==> config.mk <==
export PLATFORM = sky130hd
export DESIGN_NAME = gemm_out_collector
export DESIGN_NICKNAME = d
export VERILOG_FILES = /design/src/rtl/gemm_out_collector.sv
export SDC_FILE = /design/constraint.sdc
export NUM_CORES = 1
export LEC_CHECK = 0
export CORE_ASPECT_RATIO = 1.1
export CORE_MARGIN = 2
export CORE_UTILIZATION = 50
export CTS_BUF_LIST = sky130_fd_sc_hd__clkbuf_8
export DETAILED_ROUTE_END_ITERATION = 7
export PLACE_DENSITY = 0.77
export REMOVE_ABC_BUFFERS = 1
export SLEW_MARGIN = 15
export SYNTH_ARGS = -nofsm -noshare
export SYNTH_HDL_FRONTEND = slang
export SYNTH_SLANG_ARGS = --single-unit
==> constraint.sdc <==
create_clock -name clk -period 4.6 [get_ports clk]
set_clock_uncertainty 0.2 [all_clocks]
set_input_delay 0.92 -clock clk [delete_from_list [all_inputs] [get_ports clk]]
set_output_delay 0.92 -clock clk [all_outputs]
set_load 0.005 [all_outputs]
==> src/rtl/gemm_out_collector.sv <==
// Output-row collector for the bit-serial GEMM: mirrors the engine schedule, packs rows into
// ping-pong frames and streams them out. Optional ReLU on capture: define GEMM_COLLECT_RELU_EN.
module gemm_out_collector #(
  parameter int DATA_WIDTH_A   = 8,
  parameter int DATA_WIDTH_OUT = 8,
  parameter int M              = 2,
  parameter int N              = 4
) (
  input  logic                          clk,
  input  logic                          rst,
  input  logic                          gen_done,
  input  logic [N*DATA_WIDTH_OUT-1:0]   final_out,
  input  logic                          clr_ovf,
  output logic                          out_valid,
  input  logic                          out_ready,
  output logic [N*DATA_WIDTH_OUT-1:0]   out_data,
  output logic [7:0]                    out_row,
  output logic                          out_last,
  output logic                          overflow
);

  localparam int TW = (DATA_WIDTH_A > 1) ? $clog2(DATA_WIDTH_A) : 1;
  localparam int RW = $clog2(M);

  logic [TW-1:0] t;
  logic [7:0]    m;
  logic [7:0]    cap_row;
  logic [7:0]    rd_row;
  logic          primed;
  logic          wr_bank;
  logic          rd_bank;
  logic          drop;
  logic [1:0]    full;
  logic [1:0]    full_nxt;

  logic signed [DATA_WIDTH_OUT-1:0] bank [2][M][N];

  logic capture;
  logic cap_last;
  logic drop_start;
  logic do_write;
  logic complete;
  logic beat;
  logic release_bank;

  function automatic logic signed [DATA_WIDTH_OUT-1:0] relu(
    input logic signed [DATA_WIDTH_OUT-1:0] x
  );
`ifdef GEMM_COLLECT_RELU_EN
    return (x < 0) ? '0 : x;
`else
    return x;
`endif
  endfunction

  always_comb begin
    capture      = gen_done && primed && (t == '0);
    cap_last     = (cap_row == 8'(M-1));
    drop_start   = capture && (cap_row == 8'd0) && full[wr_bank];
    do_write     = capture && !drop && !drop_start && !full[wr_bank];
    complete     = do_write && cap_last;
    beat         = out_valid && out_ready;
    release_bank = beat && (rd_row == 8'(M-1));
    full_nxt     = full;
    if (release_bank) full_nxt[rd_bank] = 1'b0;
    if (complete)     full_nxt[wr_bank] = 1'b1;
  end

  // Stage p0: schedule mirror and frame/readout control
  always_ff @(posedge clk or posedge rst) begin
    if (rst) begin
      t        <= '0;
      m        <= '0;
      cap_row  <= '0;
      primed   <= 1'b0;
      rd_row   <= '0;
      wr_bank  <= 1'b0;
      rd_bank  <= 1'b0;
      full     <= 2'b00;
      drop     <= 1'b0;
      overflow <= 1'b0;
    end else begin
      if (gen_done) begin
        if (t == TW'(DATA_WIDTH_A-1)) begin
          t       <= '0;
          cap_row <= m;
          m       <= (m == 8'(M-1)) ? 8'd0 : m + 8'd1;
          primed  <= 1'b1;
        end else begin
          t <= t + TW'(1);
        end
      end

      full <= full_nxt;
      if (complete) wr_bank <= ~wr_bank;

      if (release_bank) begin
        rd_row  <= '0;
        rd_bank <= ~rd_bank;
      end else if (beat) begin
        rd_row <= rd_row + 8'd1;
      end

      // A dropped frame is swallowed through its final row capture
      if (drop_start)                   drop <= 1'b1;
      else if (capture && drop && cap_last) drop <= 1'b0;

      if (drop_start)   overflow <= 1'b1;
      else if (clr_ovf) overflow <= 1'b0;
    end
  end

  // Stage p1: row storage, data path only (no reset)
  always_ff @(posedge clk) begin
    if (do_write) begin
      for (int j = 0; j < N; j++) begin
        bank[wr_bank][cap_row[RW-1:0]][j] <=
          relu($signed(final_out[j*DATA_WIDTH_OUT +: DATA_WIDTH_OUT]));
      end
    end
  end

  always_comb begin
    out_valid = full[rd_bank];
    out_row   = rd_row;
    out_last  = (rd_row == 8'(M-1));
    out_data  = '0;
    for (int j = 0; j < N; j++) begin
      if (out_valid)
        out_data[j*DATA_WIDTH_OUT +: DATA_WIDTH_OUT] = bank[rd_bank][rd_row[RW-1:0]][j];
    end
  end

endmodule

# After elaboration in Yosys (flattened, before gate mapping)
# Memories as Yosys holds them, arrays and structs flattened.
# Cells that the tools add are included.
[totals]
ff_bits = 34
ram_bits = 128
in_bits = 37
out_inout_bits = 43
word_cells = 478
memories = 1
[memory_table]
columns = ["memory", "depth", "word_bits", "rd", "rd_clocked_by_memory_dff", "wr", "line", "source"]
rows = [
  ["bank", 2, 64, 1, 0, 1, "36", "logic signed [DATA_WIDTH_OUT-1:0] bank [2][M][N];"],
]
[classes]
add_sub_neg = 3
order_cmp = 7
n_eq_ne = 4
muxes = 230
n_bitwise = 199
reduce_logical = 24
[op_table]
columns = ["operator", "count"]
rows = [
  ["64-bit two-way mux", 4],
  ["1-bit two-way mux", 203],
  ["1-bit bitwise OR", 192],
  ["32-bit demux with 1-bit select", 4],
  ["32-bit two-way mux", 4],
  ["8-bit two-way mux", 8],
  ["8-bit by 1-bit equality test with 1-bit output, second input constant", 3],
  ["24-bit two-way mux", 1],
  ["8-bit by 1-bit adder with 8-bit output, second input constant", 2],
  ["16-bit two-way mux", 1],
  ["1-bit logical AND", 15],
  ["8-bit logical NOT", 1],
  ["2-bit nonzero test", 3],
  ["2-bit >= comparator, second input constant", 2],
  ["1-bit by 2-bit less-than comparator with 1-bit output, second input constant", 2],
  ["2-bit two-way mux", 2],
  ["1-bit inverter with 2-bit output", 2],
  ["3-bit by 1-bit adder with 3-bit output, second input constant", 1],
  ["3-bit equality test, second input constant", 1],
  ["1-bit logical NOT", 3],
  ["3-bit logical NOT", 1],
  ["3-bit two-way mux", 1],
  ["2-bit bitwise AND", 1],
  ["1-bit demux with 1-bit select", 2],
  ["6 further kinds", 8],
]

# Depth between registers and ports, before layout
[depth]
depth_word = 12
depth_mapped = 7
mapped_depth_nobuf = 6

# Worst setup path after synthesis
# Ideal clock, no wire load.
[synth_timing]
path_type = "input -> register"
startpoint = "input gen_done"
endpoint = "memory bank[0][0] (netlist bit), enable pin"
setup_time_ns = 0.421
arrival_time_ns = 2.972
t_required_ns = 3.979
path_slack_ns = 1.007
cell_stages = 5
n_path_buf = 2
path_cell_list = "and4b_1 > buf_4 > nand4b_4 > buf_6 > nor2_1"
[synth_via]
elab_chain_cells = 12
word_cells_on_any_way = 16
cone_classes = "mux: 5; bitwise: 3; reduce/logical: 8"
[synth_lines]
columns = ["item", "line", "source"]
rows = [
  ["from (decl)", "11", "input logic gen_done,"],
  ["1-bit logical AND (*) (2 in series)", "57", "capture = gen_done && primed && (t == '0);"],
  ["1-bit logical AND (2 in series)", "59", "drop_start = capture && (cap_row == 8'd0) && full[wr_bank];"],
  ["1-bit logical NOT", "60", "do_write = capture && !drop && !drop_start && !full[wr_bank];"],
  ["1-bit logical AND (*) (2 in series)", "60", ""],
  ["1-bit two-way mux (*)", "115", "if (do_write) begin"],
  ["64-bit two-way mux (implied by the code)", "117", "bank[wr_bank][cap_row[RW-1:0]][j] <="],
  ["1-bit bitwise OR (no source line) (2 in series)", "n/a", ""],
  ["1-bit bitwise OR (no source line) (*)", "n/a", ""],
  ["to (decl)", "36", ""],
]
# Every way passes the cells marked *; elsewhere a longest branch is shown, timed or not.

# Worst setup path in the final report
[layout_timing]
startpoint = "register rd_bank"
endpoint = "output out_data[21]"
[layout_via]
elab_chain_cells = 5
word_cells_on_any_way = 7
cone_classes = "mux: 6; memory: 1"
[layout_lines]
columns = ["item", "line", "source"]
rows = [
  ["from (decl)", "31", "logic rd_bank;"],
  ["from (signal assigned)", "99", "rd_bank <= ~rd_bank;"],
  ["memory read 2 x 64 bit", "n/a", ""],
  ["32-bit two-way mux", "n/a", ""],
  ["32-bit two-way mux (implied by the code)", "130", "out_data[j*DATA_WIDTH_OUT +: DATA_WIDTH_OUT] = bank[rd_bank][rd_row[RW-1:0]][j];"],
  ["32-bit two-way mux", "n/a", ""],
  ["8-bit two-way mux (*)", "129", "if (out_valid)"],
  ["to (decl)", "16", "output logic [N*DATA_WIDTH_OUT-1:0] out_data,"],
]
# Every way passes the cells marked *; elsewhere a longest branch is shown, timed or not. The select of a mux whose other input is x is not followed.

==> impl_metrics.ini <==
[status]
status = finished clean

[synthesis]
synth_edf_count = 128
synthXorXnorAreaFrac = 0.0135
syn_area_sq_um = 7120
synth_top_family_by_area = multiplexers
synth.area.mux_share = 0.196
synth-compound-area-share = 0.0139
synth_fa_ha_area_frac = 0.0123
synth_flop_cell = edfxtp_1
async_flop_share = 0.210
synth-seq-cells = 162
synthCells = 417
synthSimpleGateAreaFrac = 0.0852
synth_warnings = 0
syn_avg_cell_area_sq_um = 17.1
synth_cell_types = 38
seq_area_frac_synth = 0.659

[global_routing]
grt-ovfl-total = 0
antenna_found_initial = 0
grt_use_total = 0.184
grt_max_degree = 40
grt_pass1_wl_microns = 21300
grt_pass1_vias = 3984

[setup_path]
setup.worst_path.start_class = flop
cp.required_ns = 3.48
path_max_fanout = 35
crit_path_end_kind = output port
worst_ep_arrival_time_ns = 2.57
crit_type = reg2out

[timing]
relSlewSlack = 0.376
min_period_ns = 3.69
setup_tns_ns = 0
hold_viol = 0
post-route-period-util = 0.803
clock.fmax_mhz = 271
rsz0062_at_grt = no
final.setup.worst_slack_ns = 0.905
slew_violations = 0
worst_hold_slack_ns = 0.263
worst_pin_slew_ns = 0.936
setup-violations-final = 0

[cts]
cts_sinks = 162
post_cts_buffers = 0
htreeDepth = 4
ctsResizeCount = 0
clkLatencyLatePin_ns = 0.44
path_clk_slew_ns = 0.07
cts_buffers = 17
cts_buffer_depth = 2
hold_buffers = 0
tritoncts = built
root_buffer = clkbuf_8

[drt]
drcViolationCount = 0
num_vias = 3877
drt_iter0_markers = 281
firstDrtPassIters = 5
ant_nets = 0
avgRoutedWirePerCell_microns = 18.5
vias_per_cell = 5.48
wl_microns = 13100

[floorplan]
coreArea_sq_um = 13900
row_count = 45
die_w_microns = 118
ios = 80
die_area_sq_um = 15200
initial_utilization = 0.514
fp.dieH_microns = 129

[placement]
io_buffers = 79
gp_congestion = 0.813
dpl_worst_slack_ns = 1.02
dp_hpwl_microns = 8550

[layout]
fin_util = 0.621
diodes = 0
fillerInstances = 1027
fin_nets = 550
area_delta_synth_final_pct = 20.7
final_layout_size_suffix_gt1_frac = 0.252

[pwr]
leakagePower_nw = 3.12
power_density_nw_per_um2 = 442
vdd_drop_max_v = 0.000271

[hold_path]
hold_path.class = reg2reg

[run]
drv_cap = 0
-- Yosys cell counts (all sizes together) (3+ instances only) --
cell    instances  area, sq um
edfxtp        128         3840
mux2           50          631
nor3            4         20.0
mux2i           3         42.5
o22ai           3         18.8
and2           34          213
ha              7         87.6
nor2            8         30.0
inv            11         41.3
mux4           32          721
nand4           6         37.5
dfrtp          34          851
nand2          34          128
xor2            3         26.3
clkbuf          8         30.0
o21ai           9         45.0
buf            11         72.6
nor4            4         52.6
nand3           6         42.5
xnor2           8         70.1
-- state kept, by name, summed over array words and instances, names as in the netlist --
name	cells
wr_bank	1
drop	1
rd_bank	1
full	2
primed	1
t	3
cap_row	8
m	8
bank	128
out_row	8
overflow	1
-- per-layer routing --
layer	track usage	part of all wire
met1	0.242	0.42
met2	0.304	0.51
met3	0.0396	0.047
met4	0.0765	0.020
met5	0	0
-- cell usage in the layout, fill, tap and decap left out, types with 2 or more instances in the layout --
cell,n
a31oi_1,2
o22ai_1,3
buf_4,8
mux2i_1,2
mux4_2,32
nand4_1,6
edfxtp_1,128
dfrtp_1,32
ha_1,7
inv_1,16
xnor2_1,8
mux2_2,32
a21o_1,2
and3_1,2
dfrtp_2,2
o21ai_0,9
bufinv_16,3
nor4_2,2
xor2_1,3
buf_12,2
and2_1,34
nand2_1,34
clkdlybuf4s50_1,79
mux2_4,18
nand3_1,5
nor2_4,4
nor2_1,4
clkbuf_8,22
nor3_1,4
nand2b_1,2
-- critical path: stages, from the launching register on --
cell             delay [ns]
dfrtp_2                0.64
mux2i_1                0.45
inv_2                  0.33
and2_1                 0.26
clkdlybuf4s50_1        0.45
-- kinds of logic after synthesis --
group,Yosys count
AO/OA/AOI/OAI,17
XOR/XNOR,11
adder cells (fa/ha/maj),7
buffers and inverters,30
flip-flops,162
multiplexers,85
AND/OR/NAND/NOR,105
-- area by class of cell --
| class | count | area, sq um | share of cell area |
|---|---|---|---|
| clock buffers | 22 | 303 | 0.0352 |
| clock inverters | 10 | 118 | 0.0137 |
| inverters | 11 | 41.3 | 0.00480 |
| multi-input cells | 225 | 2310 | 0.269 |
| flip-flops and latches | 162 | 4700 | 0.546 |
| well taps | 188 | 235 | 0.0274 |
| repair buffers | 89 | 891 | 0.104 |
-- report_power, final --
group,switching (mW),internal (mW)
Combinational,0.362,0.499
Clock,0.464,0.598
Sequential,0.155,1.72
Total,0.981,2.82
-- path summary, 6_finish.rpt --
path | slack, ns | end | from | depth (start not counted)
worst max-delay path | 0.91 | out_data[21] | rd_bank | 4
worst min-delay path | 0.26 | primed | primed | 1
worst max register to register | 1.98 | bank[0][20] | wr_bank | 5
worst min register to register | 0.26 | primed | primed | 1
max in group asynchronous | 3.20 | rd_bank | rst | 3
min in group asynchronous | 0.67 | out_row[7] | rst | 3
-- through the flow --
stage	total power, mW	instance area [sq um]	cells
after floorplan	2.35	7020	398
after global placement	2.75	8180	675
after detailed placement	2.78	8180	675
after CTS	3.84	8600	707
after global routing	3.97	8600	707
final	3.80	8600	707
No activity file was read; power rests on OpenSTA's default activity.
==> RTL edit 1: new RTL, same settings <==
The parameter `DATA_WIDTH_A` goes from 8 to 4.
--- a/src/rtl/gemm_out_collector.sv
+++ b/src/rtl/gemm_out_collector.sv
@@ -1,7 +1,7 @@
 // Output-row collector for the bit-serial GEMM: mirrors the engine schedule, packs rows into
 // ping-pong frames and streams them out. Optional ReLU on capture: define GEMM_COLLECT_RELU_EN.
 module gemm_out_collector #(
-  parameter int DATA_WIDTH_A   = 8,
+  parameter int DATA_WIDTH_A   = 4,
   parameter int DATA_WIDTH_OUT = 8,
   parameter int M              = 2,
   parameter int N              = 4
Formal check against the unedited RTL: not equivalent (a bounded check fails within 10 cycles, from zero or initial values and one cycle with rst high).
==> RTL edit 1 against the unedited design <==
Wire length is 1.2% higher; total power rose by 8.1%; first-iteration DRC count down 36%; design area is 2.3% lower; global-route usage rose by 1.0 points; hold slack improved by 0.028 ns; sequential cell count shrank 1; setup slack improved by 0.046 ns; synthesized area is 2.2% lower; largest cell class unchanged; largest power group unchanged.
==> RTL edit 1: results (changes against the unedited design) <==
Status
  • Outcome: finished clean (unchanged)

Worst setup path
  • WP data arrival: 2.53 ns (was 2.57 ns)
  • Worst flop-to-flop path endpoint: bank[0][55] (was bank[0][20])
  • Startpoint type of the worst setup path: flop (unchanged)
  • Slack of the worst reg-to-reg path: 1.93 ns (was 1.98 ns)
  • Reg-to-reg critical path startpoint: wr_bank (unchanged)
  • CP max FO: 38 (was 35)

Placement
  • Final weighted congestion in routability-driven placement: 0.783 (was 0.813)
  • Half-perimeter wire length of the detailed placement result: 8490 um (was 8550 um)

Global routing
  • Initial antenna violation count: 0 (unchanged)
  • Global-route wire length before repair: 21400 um (was 21300 um)
  • GRT Resource Usage Total: 0.195 (was 0.184)
  • Number of global-route vias before repair: 4109 (was 3984)
  • Largest net degree at the start of global routing: 39 (was 40)

Clock network
  • CTS clk-pin slew, worst paths: 0.09 ns (was 0.07 ns)
  • Insertion delay to the later sink of the worst-skew pair: roughly 0.45 ns
  • Clk Tree Root Cell: sky130_fd_sc_hd__clkbuf_8 (unchanged)

Layout
  • Share of layout cells above drive strength 1: 0.277 (was 0.252)
  • Total Nets Final: 532 (was 550)
  • Filler cells: 1067 (was 1027)

Route
  • Post-detailed-route via-to-cell ratio: 5.43 (was 5.48)
  • Drt pass-1 iters: 4 (was 5)
  • Routed length per instance: 19.2 um (was 18.5 um)
  • Violation count after the first detailed-routing iteration: 181 (was 281)

Logic synthesis
  • Part of the Yosys area used for sequential elements: 0.670 (was 0.659)
  • Synth top area cells: sky130_fd_sc_hd__edfxtp_1, sky130_fd_sc_hd__dfrtp_1, sky130_fd_sc_hd__mux4_2 (unchanged)
  • Number of distinct library cell variants in the gate-level netlist after synthesis: 38 (unchanged)
  • Fraction of registers with async set/reset: 0.205 (was 0.210)
  • Most instantiated cells after synthesis: sky130_fd_sc_hd__edfxtp_1, sky130_fd_sc_hd__mux2_2, sky130_fd_sc_hd__and2_1, sky130_fd_sc_hd__dfrtp_1, sky130_fd_sc_hd__mux4_2 (was sky130_fd_sc_hd__edfxtp_1, sky130_fd_sc_hd__and2_1, sky130_fd_sc_hd__dfrtp_1, sky130_fd_sc_hd__nand2_1)

STA
  • Worst slew margin relative to its limit: 0.380 (was 0.376)

Pwr
  • Max VDD drop: 0.000338 V (was 0.000271 V)
  • Static leakage power: 2.90 nW (was 3.12 nW)
-- RTL edit 1: cell count changes after synthesis, moves of 4 or more --
cell and change:
sky130_fd_sc_hd__nand3_1 +5, sky130_fd_sc_hd__mux2_2 +22, sky130_fd_sc_hd__mux2_4 -17, sky130_fd_sc_hd__nand2_1 -15
sky130_fd_sc_hd__nor2_1 -4
-- RTL edit 1: power by group --
part / leakage, nW / internal, W / total [W] / switching [W]
Combinational: 1.12 / 0.000644 / 0.00111 / 0.000466
Clock: 0.189 / 0.000486 / 0.00103 / 0.000542
Sequential: 1.59 / 0.00179 / 0.00197 / 0.000179
Total: 2.90 / 0.00292 / 0.00411 / 0.00119
-- RTL edit 1: critical path, cell delays in order (launching register included) --
cell and delay, ns:
sky130_fd_sc_hd__dfrtp_2 0.97, sky130_fd_sc_hd__ha_1 0.30, sky130_fd_sc_hd__nand3_1 0.17, sky130_fd_sc_hd__inv_1 0.10, sky130_fd_sc_hd__clkdlybuf4s50_1 0.50
-- RTL edit 1: layer usage --
metal	GRT usage	routed length (um)	up-vias	share of wire
li1	-	-	1728	-
met1	0.243	5400	1889	0.41
met2	0.329	6950	111	0.52
met3	0.0468	665	21	0.050
met4	0.0768	232	0	0.018
met5	0	0	-	0
-- RTL edit 1: cell type report --
cell class,instances,area [um2],share of cell area
multi-input cells,211,2150,0.256
inverters,9,33.8,0.00402
well taps,188,235,0.0280
clock buffers,17,234,0.0278
repair buffers,89,916,0.109
flip-flops and latches,161,4670,0.556
clock inverters,15,159,0.0189
-- RTL edit 1: through the flow --
step | power, W | instance area, um2 | cells | hold slack [ns] | worst slack, ns
2_1_floorplan | 0.00264 | 6850 | 381 | 0.235 | 0.677
3_3_place_gp | 0.00309 | 8010 | 658 | 0.252 | 1.05
3_5_place_dp | 0.00313 | 8010 | 658 | 0.271 | 1.00
4_1_cts | 0.00414 | 8400 | 690 | 0.293 | 0.899
5_1_grt | 0.00430 | 8400 | 690 | 0.312 | 0.778
6_report | 0.00411 | 8400 | 690 | 0.291 | 0.951
-- RTL edit 1: how the worst max path moves through the flow --
stage	from	end	slack, ns	depth (start not counted)
floorplan	gen_done	bank[1][0]	0.68	3
global placement	gen_done	bank[1][17]	1.05	6
detailed placement	gen_done	bank[1][0]	1.0	6
CTS	rd_bank	out_data[31]	0.90	4
global route	out_row[0]	out_last	0.78	4
finish	out_row[0]	out_last	0.95	4
-- RTL edit 1: logic make-up after synthesis --
group,share of synthesized area
flip-flops,0.670
multiplexers,0.194
AND/OR/NAND/NOR,0.0747
buffers and inverters,0.0219
AO/OA/AOI/OAI,0.0142
XOR/XNOR,0.0138
adder cells (fa/ha/maj),0.0108
==> RTL edit 2: new RTL, same settings <==
Made on the original files. Register the output `overflow` once more, without a reset; this adds one clock of latency there. The other outputs are not delayed to match.
--- a/src/rtl/gemm_out_collector.sv
+++ b/src/rtl/gemm_out_collector.sv
@@ -21,6 +21,8 @@
 
   localparam int TW = (DATA_WIDTH_A > 1) ? $clog2(DATA_WIDTH_A) : 1;
   localparam int RW = $clog2(M);
+
+  logic overflow_s0;
 
   logic [TW-1:0] t;
   logic [7:0]    m;
@@ -78,7 +80,7 @@
       rd_bank  <= 1'b0;
       full     <= 2'b00;
       drop     <= 1'b0;
-      overflow <= 1'b0;
+      overflow_s0 <= 1'b0;
     end else begin
       if (gen_done) begin
         if (t == TW'(DATA_WIDTH_A-1)) begin
@@ -105,8 +107,8 @@
       if (drop_start)                   drop <= 1'b1;
       else if (capture && drop && cap_last) drop <= 1'b0;
 
-      if (drop_start)   overflow <= 1'b1;
-      else if (clr_ovf) overflow <= 1'b0;
+      if (drop_start)   overflow_s0 <= 1'b1;
+      else if (clr_ovf) overflow_s0 <= 1'b0;
     end
   end
 
@@ -131,5 +133,9 @@
     end
   end
 
+  always_ff @(posedge clk) begin
+    overflow <= overflow_s0;
+  end
+
 endmodule
 
Check against the original RTL: same outputs for any inputs over 10 cycles, from zero or initial values and one cycle with rst high; that may be too few to reach the edited logic, so the function may still have changed.
==> RTL edit 2 against the unedited design <==
Sequential cell count is 1 higher; critical path depth stayed put; design area is 0.61% higher; setup slack worse by 0.083 ns; total power is 2.8% higher; synthesized area is 0.28% higher; combinational power is 1% higher; critical path type unchanged; wire length is 2.3% higher.
==> RTL edit 2: results (changes against the unedited design) <==
Placement
  • Placed Instance Area: 8200 um2 (was 8180 um2)
  • Final weighted congestion in routability-driven placement: 0.812 (was 0.813)
  • Half-perimeter wire length of the detailed placement result: 8620 um (was 8550 um)

Pwr
  • Max VDD drop: 0.000302 V (was 0.000271 V)
  • Share of total power in combinational logic: 0.224 (was 0.227)
  • Total Power Consumption: 0.00390 W (was 0.00380 W)
  • Static leakage power: 3.10 nW (was 3.12 nW)
  • Internal power contribution: 0.00287 W (was 0.00282 W)
  • Portion of total power attributed to sequential cells: 0.483 (was 0.493)

Global routing
  • Global-route wire length before repair: 21100 um (was 21300 um)
  • GRT Resource Usage Total: 0.183 (was 0.184)

Logic synthesis
  • Fraction of registers with async set/reset: 0.209 (was 0.210)
  • Post-Synthesis Cells: 418 (was 417)
  • Yosys warns: 0 (unchanged)
  • Number of distinct library cell variants in the gate-level netlist after synthesis: 39 (was 38)
  • Part of the Yosys area used for sequential elements: 0.660 (was 0.659)
  • Synth top area cells: sky130_fd_sc_hd__edfxtp_1, sky130_fd_sc_hd__dfrtp_1, sky130_fd_sc_hd__mux4_2 (unchanged)

Route
  • Drt pass-1 iters: 5 (unchanged)
  • Violation count after the first detailed-routing iteration: 361 (was 281)
  • Via count: 3898 (was 3877)

Layout
  • Share of layout cells above drive strength 1: 0.258 (was 0.252)

Clock network
  • Worst-case clock buffer depth: 2 (unchanged)
  • CTS clk-pin slew, worst paths: 0.08 ns

STA
  • Worst slew margin relative to its limit: 0.382 (was 0.376)

Status
  • Outcome: finished clean (unchanged)

Worst setup path
  • WP data arrival: 2.66 ns (was 2.57 ns)
RTL edit 2: per-stage QoR:
stage	util	setup slack, ns
floorplan	-	0.740
global placement	0.590	1.12
detailed placement	0.590	1.04
CTS	0.622	0.813
global route	0.622	0.647
finish	0.622	0.822
RTL edit 2: cell type report:
type | instances | area [um2]
flip-flops and latches | 163 | 4720
clock buffers | 17 | 234
inverters | 11 | 41.3
repair buffers | 88 | 896
fillers | 1009 | 5260
clock inverters | 15 | 214
well taps | 188 | 235
multi-input cells | 225 | 2310
RTL edit 2: cell families after synthesis:
kind of cell | Yosys count | share of synthesized area
flops | 163 | 0.660
compound gates | 17 | 0.0138
mux | 85 | 0.195
simple gates | 105 | 0.0850
buf+inv | 30 | 0.0201
xor+xnor | 11 | 0.0135
fa+ha+maj | 7 | 0.0123
RTL edit 2: worst max-delay path, delay by kind of cell, from the launching register on:
kind	cells	cell delay, ns
AND/OR/NAND/NOR	1	0.28
multiplexers	1	0.47
flip-flops	1	0.64
buffers and inverters	2	0.81
RTL edit 2: path summary, 6_finish.rpt:
kind	depth (start not counted)	startpoint	slack (ns)	to
worst max-delay path	4	rd_bank	0.82	out_data[29]
worst min-delay path	0	overflow_s0	0.19	overflow
worst max register to register	6	t[0]	2.00	bank[0][44]
worst min register to register	0	overflow_s0	0.19	overflow
max in group asynchronous	3	rst	3.03	m[2]
min in group asynchronous	2	rst	0.53	out_row[1]
RTL edit 2: layer usage:
layer / share of wire / up-vias / track usage / wire, um
met5: 0 / - / 0 / 0
met3: 0.051 / 14 / 0.0581 / 682
met4: 0.011 / 0 / 0.0496 / 149
met1: 0.43 / 2000 / 0.233 / 5750
met2: 0.51 / 107 / 0.309 / 6800
li1: - / 1777 / - / -
